[src/rtl/alu_op_sequencer.sv]
// alu_op_sequencer: issues requests to a combinational ALU, waits one settle
// cycle, captures result/flags and returns them on a valid/ready channel.
// Optional iteration count feeds the result back as operand A.
//
// state     | meaning
// ----------+------------------------------------------------------------
// S_IDLE    | waiting for a request; req_ready=1
// S_ISSUE   | ALU operands presented, settle cycle
// S_CAPTURE | ALU outputs sampled at end of cycle; loop or respond
// S_REJECT  | invalid opcode latched; one cycle before the error response
// S_RESP    | response held until rsp_ready
module alu_op_sequencer #(
    parameter int N      = 8,
    parameter int ITER_W = 4
) (
    input  logic              clk,
    input  logic              rst_n,
    input  logic              req_valid,
    output logic              req_ready,
    input  logic [3:0]        req_op,
    input  logic [N-1:0]      req_a,
    input  logic [N-1:0]      req_b,
    input  logic              req_cin,
    input  logic [ITER_W-1:0] req_iter,
    output logic [N-1:0]      alu_a,
    output logic [N-1:0]      alu_b,
    output logic [3:0]        alu_sel,
    output logic              alu_cin,
    input  logic [N-1:0]      alu_result,
    input  logic              alu_neg,
    input  logic              alu_zero,
    input  logic              alu_cout,
    input  logic              alu_ovf,
    output logic              rsp_valid,
    input  logic              rsp_ready,
    output logic [N-1:0]      rsp_result,
    output logic [3:0]        rsp_flags,
    output logic              rsp_err,
    output logic              busy
);

    typedef enum logic [2:0] {
        S_IDLE    = 3'd0,
        S_ISSUE   = 3'd1,
        S_CAPTURE = 3'd2,
        S_REJECT  = 3'd3,
        S_RESP    = 3'd4
    } state_t;

    localparam logic [3:0] OP_MAX = 4'd9;

    state_t              state_q, state_d;
    logic [N-1:0]        alu_a_q, alu_a_d;
    logic [N-1:0]        alu_b_q, alu_b_d;
    logic [3:0]          alu_sel_q, alu_sel_d;
    logic                alu_cin_q, alu_cin_d;
    logic [ITER_W-1:0]   iter_cnt_q, iter_cnt_d;
    logic [N-1:0]        rsp_result_q, rsp_result_d;
    logic [3:0]          rsp_flags_q, rsp_flags_d;
    logic                rsp_err_q, rsp_err_d;

    // State and datapath registers; everything clears asynchronously.
    always_ff @(posedge clk or negedge rst_n) begin
        if (!rst_n) begin
            state_q      <= S_IDLE;
            alu_a_q      <= '0;
            alu_b_q      <= '0;
            alu_sel_q    <= '0;
            alu_cin_q    <= 1'b0;
            iter_cnt_q   <= '0;
            rsp_result_q <= '0;
            rsp_flags_q  <= '0;
            rsp_err_q    <= 1'b0;
        end else begin
            state_q      <= state_d;
            alu_a_q      <= alu_a_d;
            alu_b_q      <= alu_b_d;
            alu_sel_q    <= alu_sel_d;
            alu_cin_q    <= alu_cin_d;
            iter_cnt_q   <= iter_cnt_d;
            rsp_result_q <= rsp_result_d;
            rsp_flags_q  <= rsp_flags_d;
            rsp_err_q    <= rsp_err_d;
        end
    end

    // Next-state and register-update logic.
    always_comb begin
        state_d      = state_q;
        alu_a_d      = alu_a_q;
        alu_b_d      = alu_b_q;
        alu_sel_d    = alu_sel_q;
        alu_cin_d    = alu_cin_q;
        iter_cnt_d   = iter_cnt_q;
        rsp_result_d = rsp_result_q;
        rsp_flags_d  = rsp_flags_q;
        rsp_err_d    = rsp_err_q;
        case (state_q)
            S_IDLE: begin
                if (req_valid) begin
                    iter_cnt_d = req_iter;
                    if (req_op <= OP_MAX) begin
                        // The ALU operand registers double as the latched request,
                        // so operands appear on the ALU during the ISSUE cycle.
                        alu_a_d   = req_a;
                        alu_b_d   = req_b;
                        alu_sel_d = req_op;
                        alu_cin_d = req_cin;
                        state_d   = S_ISSUE;
                    end else begin
                        // ALU ports deliberately left untouched for a bad opcode.
                        rsp_result_d = '0;
                        rsp_flags_d  = 4'b0100;
                        rsp_err_d    = 1'b1;
                        state_d      = S_REJECT;
                    end
                end
            end
            S_ISSUE: begin
                state_d = S_CAPTURE;
            end
            S_CAPTURE: begin
                rsp_result_d = alu_result;
                rsp_flags_d  = {alu_neg, alu_zero, alu_cout, alu_ovf};
                rsp_err_d    = 1'b0;
                if (iter_cnt_q != '0) begin
                    alu_a_d    = alu_result;
                    iter_cnt_d = iter_cnt_q - 1'b1;
                    state_d    = S_ISSUE;
                end else begin
                    state_d = S_RESP;
                end
            end
            S_REJECT: begin
                state_d = S_RESP;
            end
            S_RESP: begin
                if (rsp_ready) begin
                    state_d = S_IDLE;
                end
            end
            default: begin
                state_d = S_IDLE;
            end
        endcase
    end

    assign req_ready  = (state_q == S_IDLE);
    assign busy       = (state_q != S_IDLE);
    assign rsp_valid  = (state_q == S_RESP);
    assign alu_a      = alu_a_q;
    assign alu_b      = alu_b_q;
    assign alu_sel    = alu_sel_q;
    assign alu_cin    = alu_cin_q;
    assign rsp_result = rsp_result_q;
    assign rsp_flags  = rsp_flags_q;
    assign rsp_err    = rsp_err_q;

endmodule
[config.mk]
export PLATFORM = sky130hd
export DESIGN_NAME = alu_op_sequencer
export DESIGN_NICKNAME = d
export VERILOG_FILES = /design/src/rtl/alu_op_sequencer.sv
export SDC_FILE = /design/constraint.sdc
export NUM_CORES = 1
export LEC_CHECK = 0
export ABC_AREA = 1
export BUFFER_PORTS_ARGS = -buffer_cell sky130_fd_sc_hd__buf_4
export CAP_MARGIN = 20
export CORE_AREA = 3 3 106 68
export CTS_CLUSTER_SIZE = 40
export DETAILED_ROUTE_END_ITERATION = 10
export DIE_AREA = 0 0 109 71
export PLACE_DENSITY = 0.49
export SLEW_MARGIN = 0
export SYNTH_ARGS = -nofsm -noshare
export SYNTH_HDL_FRONTEND = slang
export SYNTH_SLANG_ARGS = --single-unit
[constraint.sdc]
create_clock -name clk -period 1.5 [get_ports clk]
set_input_delay 0 -clock clk [delete_from_list [all_inputs] [get_ports clk]]
set_output_delay 0 -clock clk [all_outputs]
set_load 0.01 [all_outputs]
---- Word-level counts from Yosys, hierarchy flattened ----
Cells that the tools add are included.
storage, ports and cells
  input bits .............................. 41
  output and inout bits ................... 37
  register bits after elaboration ......... 41
operators by class
  $add $sub $neg .......................... 1
  reductions and logical operators ........ 9
  equality and inequality tests ........... 9
  mux-type cells .......................... 21
  $lt $le $gt $ge ......................... 1
operators by type and width
  cell                                                  count
  two-way mux 8 bit                                     5
  one-hot mux 8 bit (2 select lines)                    2
  two-way mux 4 bit                                     4
  one-hot mux 4 bit (2 select lines)                    2
  one-hot mux 3 bit (5 select lines)                    1
  two-way mux 3 bit                                     3
  AND reduction 3 bit                                   3
  equality test 3 x 2 -> 1 bit (second input constant)  2
  != test 2 bit (second input constant)                 3
  <= comparator 4 bit (second input constant)           1
  != test 2 x 1 -> 1 bit (second input constant)        2
  AND reduction 4 bit                                   1
  nonzero test 4 bit                                    1
  subtractor 4 x 1 -> 4 bit (second input constant)     1
  equality test 3 x 1 -> 1 bit (second input constant)  1
  equality test 3 bit (second input constant)           1
  logical NOT 3 bit                                     1
  nonzero test 3 bit                                    1
  two-way mux 1 bit                                     2
  two-way mux 2 bit                                     1
  one-hot mux 1 bit (2 select lines)                    1
  AND reduction 2 bit                                   1
  nonzero test 2 bit                                    1

---- Logic depth before layout (Yosys ltp) ----
  word-level depth ........................ 4
  mapped depth ............................ 8

---- Worst setup path before layout ----
No wires, ideal clock.
  path type ............................... reg2reg
  from .................................... reg iter_cnt_q[0]
  to ...................................... reg alu_a_q[0] (netlist: alu_a[0])
  data arrival time ....................... 1,184 ps
  period minus slack after synthesis ...... 1,301 ps
  path slack .............................. 199 ps
  data required time ...................... 1,383 ps
  cell stages (with the launch flop) ...... 9
  cell sequence ........................... dfrtp_1 -> inv_1 -> ha_1 -> nand2_1 -> nor2_1 -> nor2_2 -> buf_4 -> nand3_1 -> nand2_1
on the way
  cells in the longest elaborated chain, start to end .. 3
RTL lines
  what                           RTL line  source
  start, declared                57        logic [ITER_W-1:0] iter_cnt_q, iter_cnt_d;
  start signal, assigned         80        iter_cnt_q <= iter_cnt_d;
  nonzero test 4 bit             126       if (iter_cnt_q != '0) begin
  != test 2 bit (no line)        --
  AND reduction 4 bit (no line)  --
  end signal, assigned           76        alu_a_q <= alu_a_d;
  end, declared                  53        logic [N-1:0] alu_a_q, alu_a_d;
No other way between the ends.
A chain may end at the register's enable or synchronous reset.

---- Worst setup path in the final report ----
  from .................................... reg state_q[1]
  to ...................................... reg alu_b_q[7] (netlist: alu_b[7])
on the way
  cells in the longest elaborated chain, start to end .. 2
RTL lines
  what                           RTL line  source
  start, declared                52        state_t state_q, state_d;
  start signal, assigned         75        state_q <= state_d;
  logical NOT 3 bit              98        case (state_q)
  AND reduction 3 bit (no line)  --
  end signal, assigned           77        alu_b_q <= alu_b_d;
  end, declared                  54        logic [N-1:0] alu_b_q, alu_b_d;
No other way between the ends.

==> impl_metrics.json <==
{
  "gp_routability_congestion": 0.850,
  "rsz0062_at_grt": "true",
  "drt-total-wl_um": 5610,
  "vias_post_dr": 1867,
  "synth.lib_cells_used.distinct": 20,
  "synth_seq_cells": 41,
  "clock_insertion_delay_worst_skew_ns": 0.30,
  "cp-end-kind": "flip-flop",
  "totalPowerFinal_mw": 5.92,
  "synth_enable_flop_cells": 0,
  "cts.sink_count": 41,
  "power_leakage_nw": 1.65,
  "cellPowerDensity_mw_per_mm2": 1950,
  "area_share_of_the_largest_cell_type_after_synthesis": 0.548,
  "die_y_um": 71,
  "worst_ep_required_time_ns": 1.74,
  "overflow": 0,
  "final_design_area_no_fill_mm2": 0.00303,
  "critical_path.max_stage_delay_ns": 0.45,
  "ff2ff_path_depth": 8,
  "drive_above_1_share": 0.314,
  "critPathMaxFanout": 15,
  "area_growth_syn_to_layout_pct": 62.1,
  "crit_buf_inv": 3,
  "placedInstanceArea_mm2": 0.00257,
  "core-area_mm2": 0.00642,
  "path_depth": 8,
  "detail_route.first_pass.iterations": 4,
  "synth.most_common_cell": "nand2_1",
  "crit_family": "simple AND/OR/NAND/NOR gates",
  "outcome": "complete, no violations",
  "io_pins": 78,
  "critical_path_class": "reg2reg",
  "ys_async_sr_fraction": 1.00,
  "drv_cap": 0,
  "finalCritPeriodShare": 0.933,
  "timing.hold.worst.class": "in2reg",
  "synth.area.top_cells": "dfrtp_1 (55%), nand2_1 (20%), nand3_1 (5.6%)",
  "maxClockFrequency_ghz": 0.715,
  "first_global_vias": 1822,
  "drc": 0,
  "die_width_um": 109,
  "total_global_route_track_usage": 0.150,
  "placement.io_buffers": 77,
  "ys.warnings.count": 0,
  "crit_arrival_ns": 1.64,
  "hold_depth": 5,
  "critical_path.slowest_cell": "dfrtp_1",
  "synth_cells": 231,
  "yosys.area.top_type": "dfrtp_1",
  "slew_violations": 0,
  "final-hold-violation-count": 0,
  "clk_transition_reported_paths_ns": 0.08,
  "synth_flop_cell": "dfrtp_1",
  "routedWlPerCell_um": 12.9,
  "cts_tree": "done",
  "setup_violations": 0,
  "clock_path_buffers": 2,
  "dpl_worst_slack_ns": -0.0418,
  "worst_clock_skew_ns": 0.00515,
  "postSynthAreaPerCell_um2": 8.10,
  "worst_reg_to_reg_setup_slack_ns": 0.10,
  "grt_max_degree": 42,
  "ys_top_cells_by_count": "nand2_1 (101), dfrtp_1 (41), nand3_1 (21), o21ai_0 (21), inv_1 (14)",
  "syn_area_mm2": 0.00187,
  "cts_root_buf": "clkbuf_8",
  "grt_pass1_wl_um": 9030,
  "start_util": 0.291,
  "number_of_antenna_violations_at_the_first_check_in_global_routing": 0,
  "worst_slew_margin_rel": 0.641,
  "drt_iter0_drc": 79,
  "timing.critical_path.cells": "inv_2 > nand2_2 > inv_2 > nand2_4 > nor2_4 > buf_12 > nand2_1 > nand2_1",
  "cts-htree-levels": 2,
  "rows": 23,
  "synth_seq_area_share": 0.548,
  "mappedNetlistNets": 273,
  "worst_slew_pin_slew_ns": 0.538,
  "period_minus_slack_ns": 1.40,
  "vias_per_cell": 4.30,
  "route.antenna.remaining_nets": 0,
  "die-area_mm2": 0.00774,
  "antennaDiodeCount": 0,
  "cts_inserted_buffers": 5,
  "power.ir.vdd_worst_uv": 1040,
  "detailedPlacementHpwl_um": 4010,
  "final_net_count": 388,
  "final_critical_path_setup_slack_ns": 0.101,
  "worst_setup_path_start_kind": "flip-flop"
}
==> per-stage QoR <==
| stage | TNS (ns) | hold slack (ns) | instances | util |
|---|---|---|---|---|
| CTS | 0 | 0.0197 | 433 | 0.469 |
| global route | -0.0537 | 0.0657 | 434 | 0.472 |
| finish | 0 | 0.0332 | 434 | 0.472 |
| global placement | 0 | 0.0278 | 396 | 0.401 |
| detailed placement | -0.163 | 0.0282 | 396 | 0.401 |
| floorplan | 0 | -0.296 | 231 | - |
==> final cells by class <==
cell class                      count  area (um2)
Clock buffer                        5        68.8
Clock inverter                      3        68.8
Tap cell                           87         109
Timing Repair Buffer              114         941
Inverter                           17        63.8
Sequential cell                    41        1030
Fill cell                         636        3390
Multi-Input combinational cell    167         754
==> worst register-to-register path, delay by kind of cell, from the launching register on <==
| family | cells | cell delay (ns) |
|---|---|---|
| simple gates | 5 | 0.52 |
| flops | 1 | 0.45 |
| buf+inv | 3 | 0.38 |
==> what timing repair did <==
| action | in CTS | in global routing |
|---|---|---|
| endpoints found under the hold margin | 69 | 0 |
| cloned | 0 | 0 |
| hold buffers | 29 | 0 |
| endpoints found under the setup margin | 11 | 26 |
| gates resized for setup | 1 | 2 |
| pin swaps | 0 | 1 |
| setup buffers | 0 | 1 |
==> flip-flops by register name (all words and copies together), names as in the netlist <==
signal	cells
rsp_err	1
iter_cnt_q	4
rsp_flags	4
alu_cin	1
state_q	3
rsp_result	8
alu_b	8
alu_sel	4
alu_a	8
==> power by group <==
part	total, mW	internal, mW	switching (mW)
clock network	1.08	0.670	0.415
registers	1.92	1.61	0.311
logic	2.91	1.28	1.63
==> layer usage <==
metal  part of all wire  global-route usage  vias to the layer above
met2               0.41               0.213                       63
met4             0.0078              0.0420                        0
li1                   -                   -                      960
met5                  0                   0                        -
met1               0.51               0.225                      840
met3              0.066              0.0374                        4
==> final timing paths <==
check,start,end
setup / recovery,state_q[1]$_DFFE_PN0P_,alu_b[7]$_DFFE_PN0P_
hold / removal,req_iter[1],iter_cnt_q[1]$_DFFE_PN0P_
setup reg to reg,state_q[1]$_DFFE_PN0P_,alu_b[7]$_DFFE_PN0P_
hold reg to reg,rsp_flags[0]$_DFFE_PN0P_,rsp_flags[0]$_DFFE_PN0P_
max in group asynchronous,rst_n,iter_cnt_q[0]$_DFFE_PN0P_
min in group asynchronous,rst_n,alu_b[7]$_DFFE_PN0P_
==> layout by cell type (no fill, tap or decap), types with 4 or more instances in the layout <==
cell	instances
buf_4	84
clkbuf_8	5
dfrtp_1	41
dlygate4sd3_1	29
inv_1	13
inv_2	4
nand2_1	101
nand3_1	21
nor2_1	8
o21ai_0	21
==> logic make-up (layout without fill, tap and decap cells) <==
logic type	count (synthesis)	in the layout	share of synthesized area
buffers and inverters	23	139	0.0535
flip-flops	41	41	0.548
AO/OA/AOI/OAI	25	25	0.0709
AND/OR/NAND/NOR	141	141	0.320
adder cells (fa/ha/maj)	1	1	0.00669
Note: power is estimated with default switching activity, not from simulation.
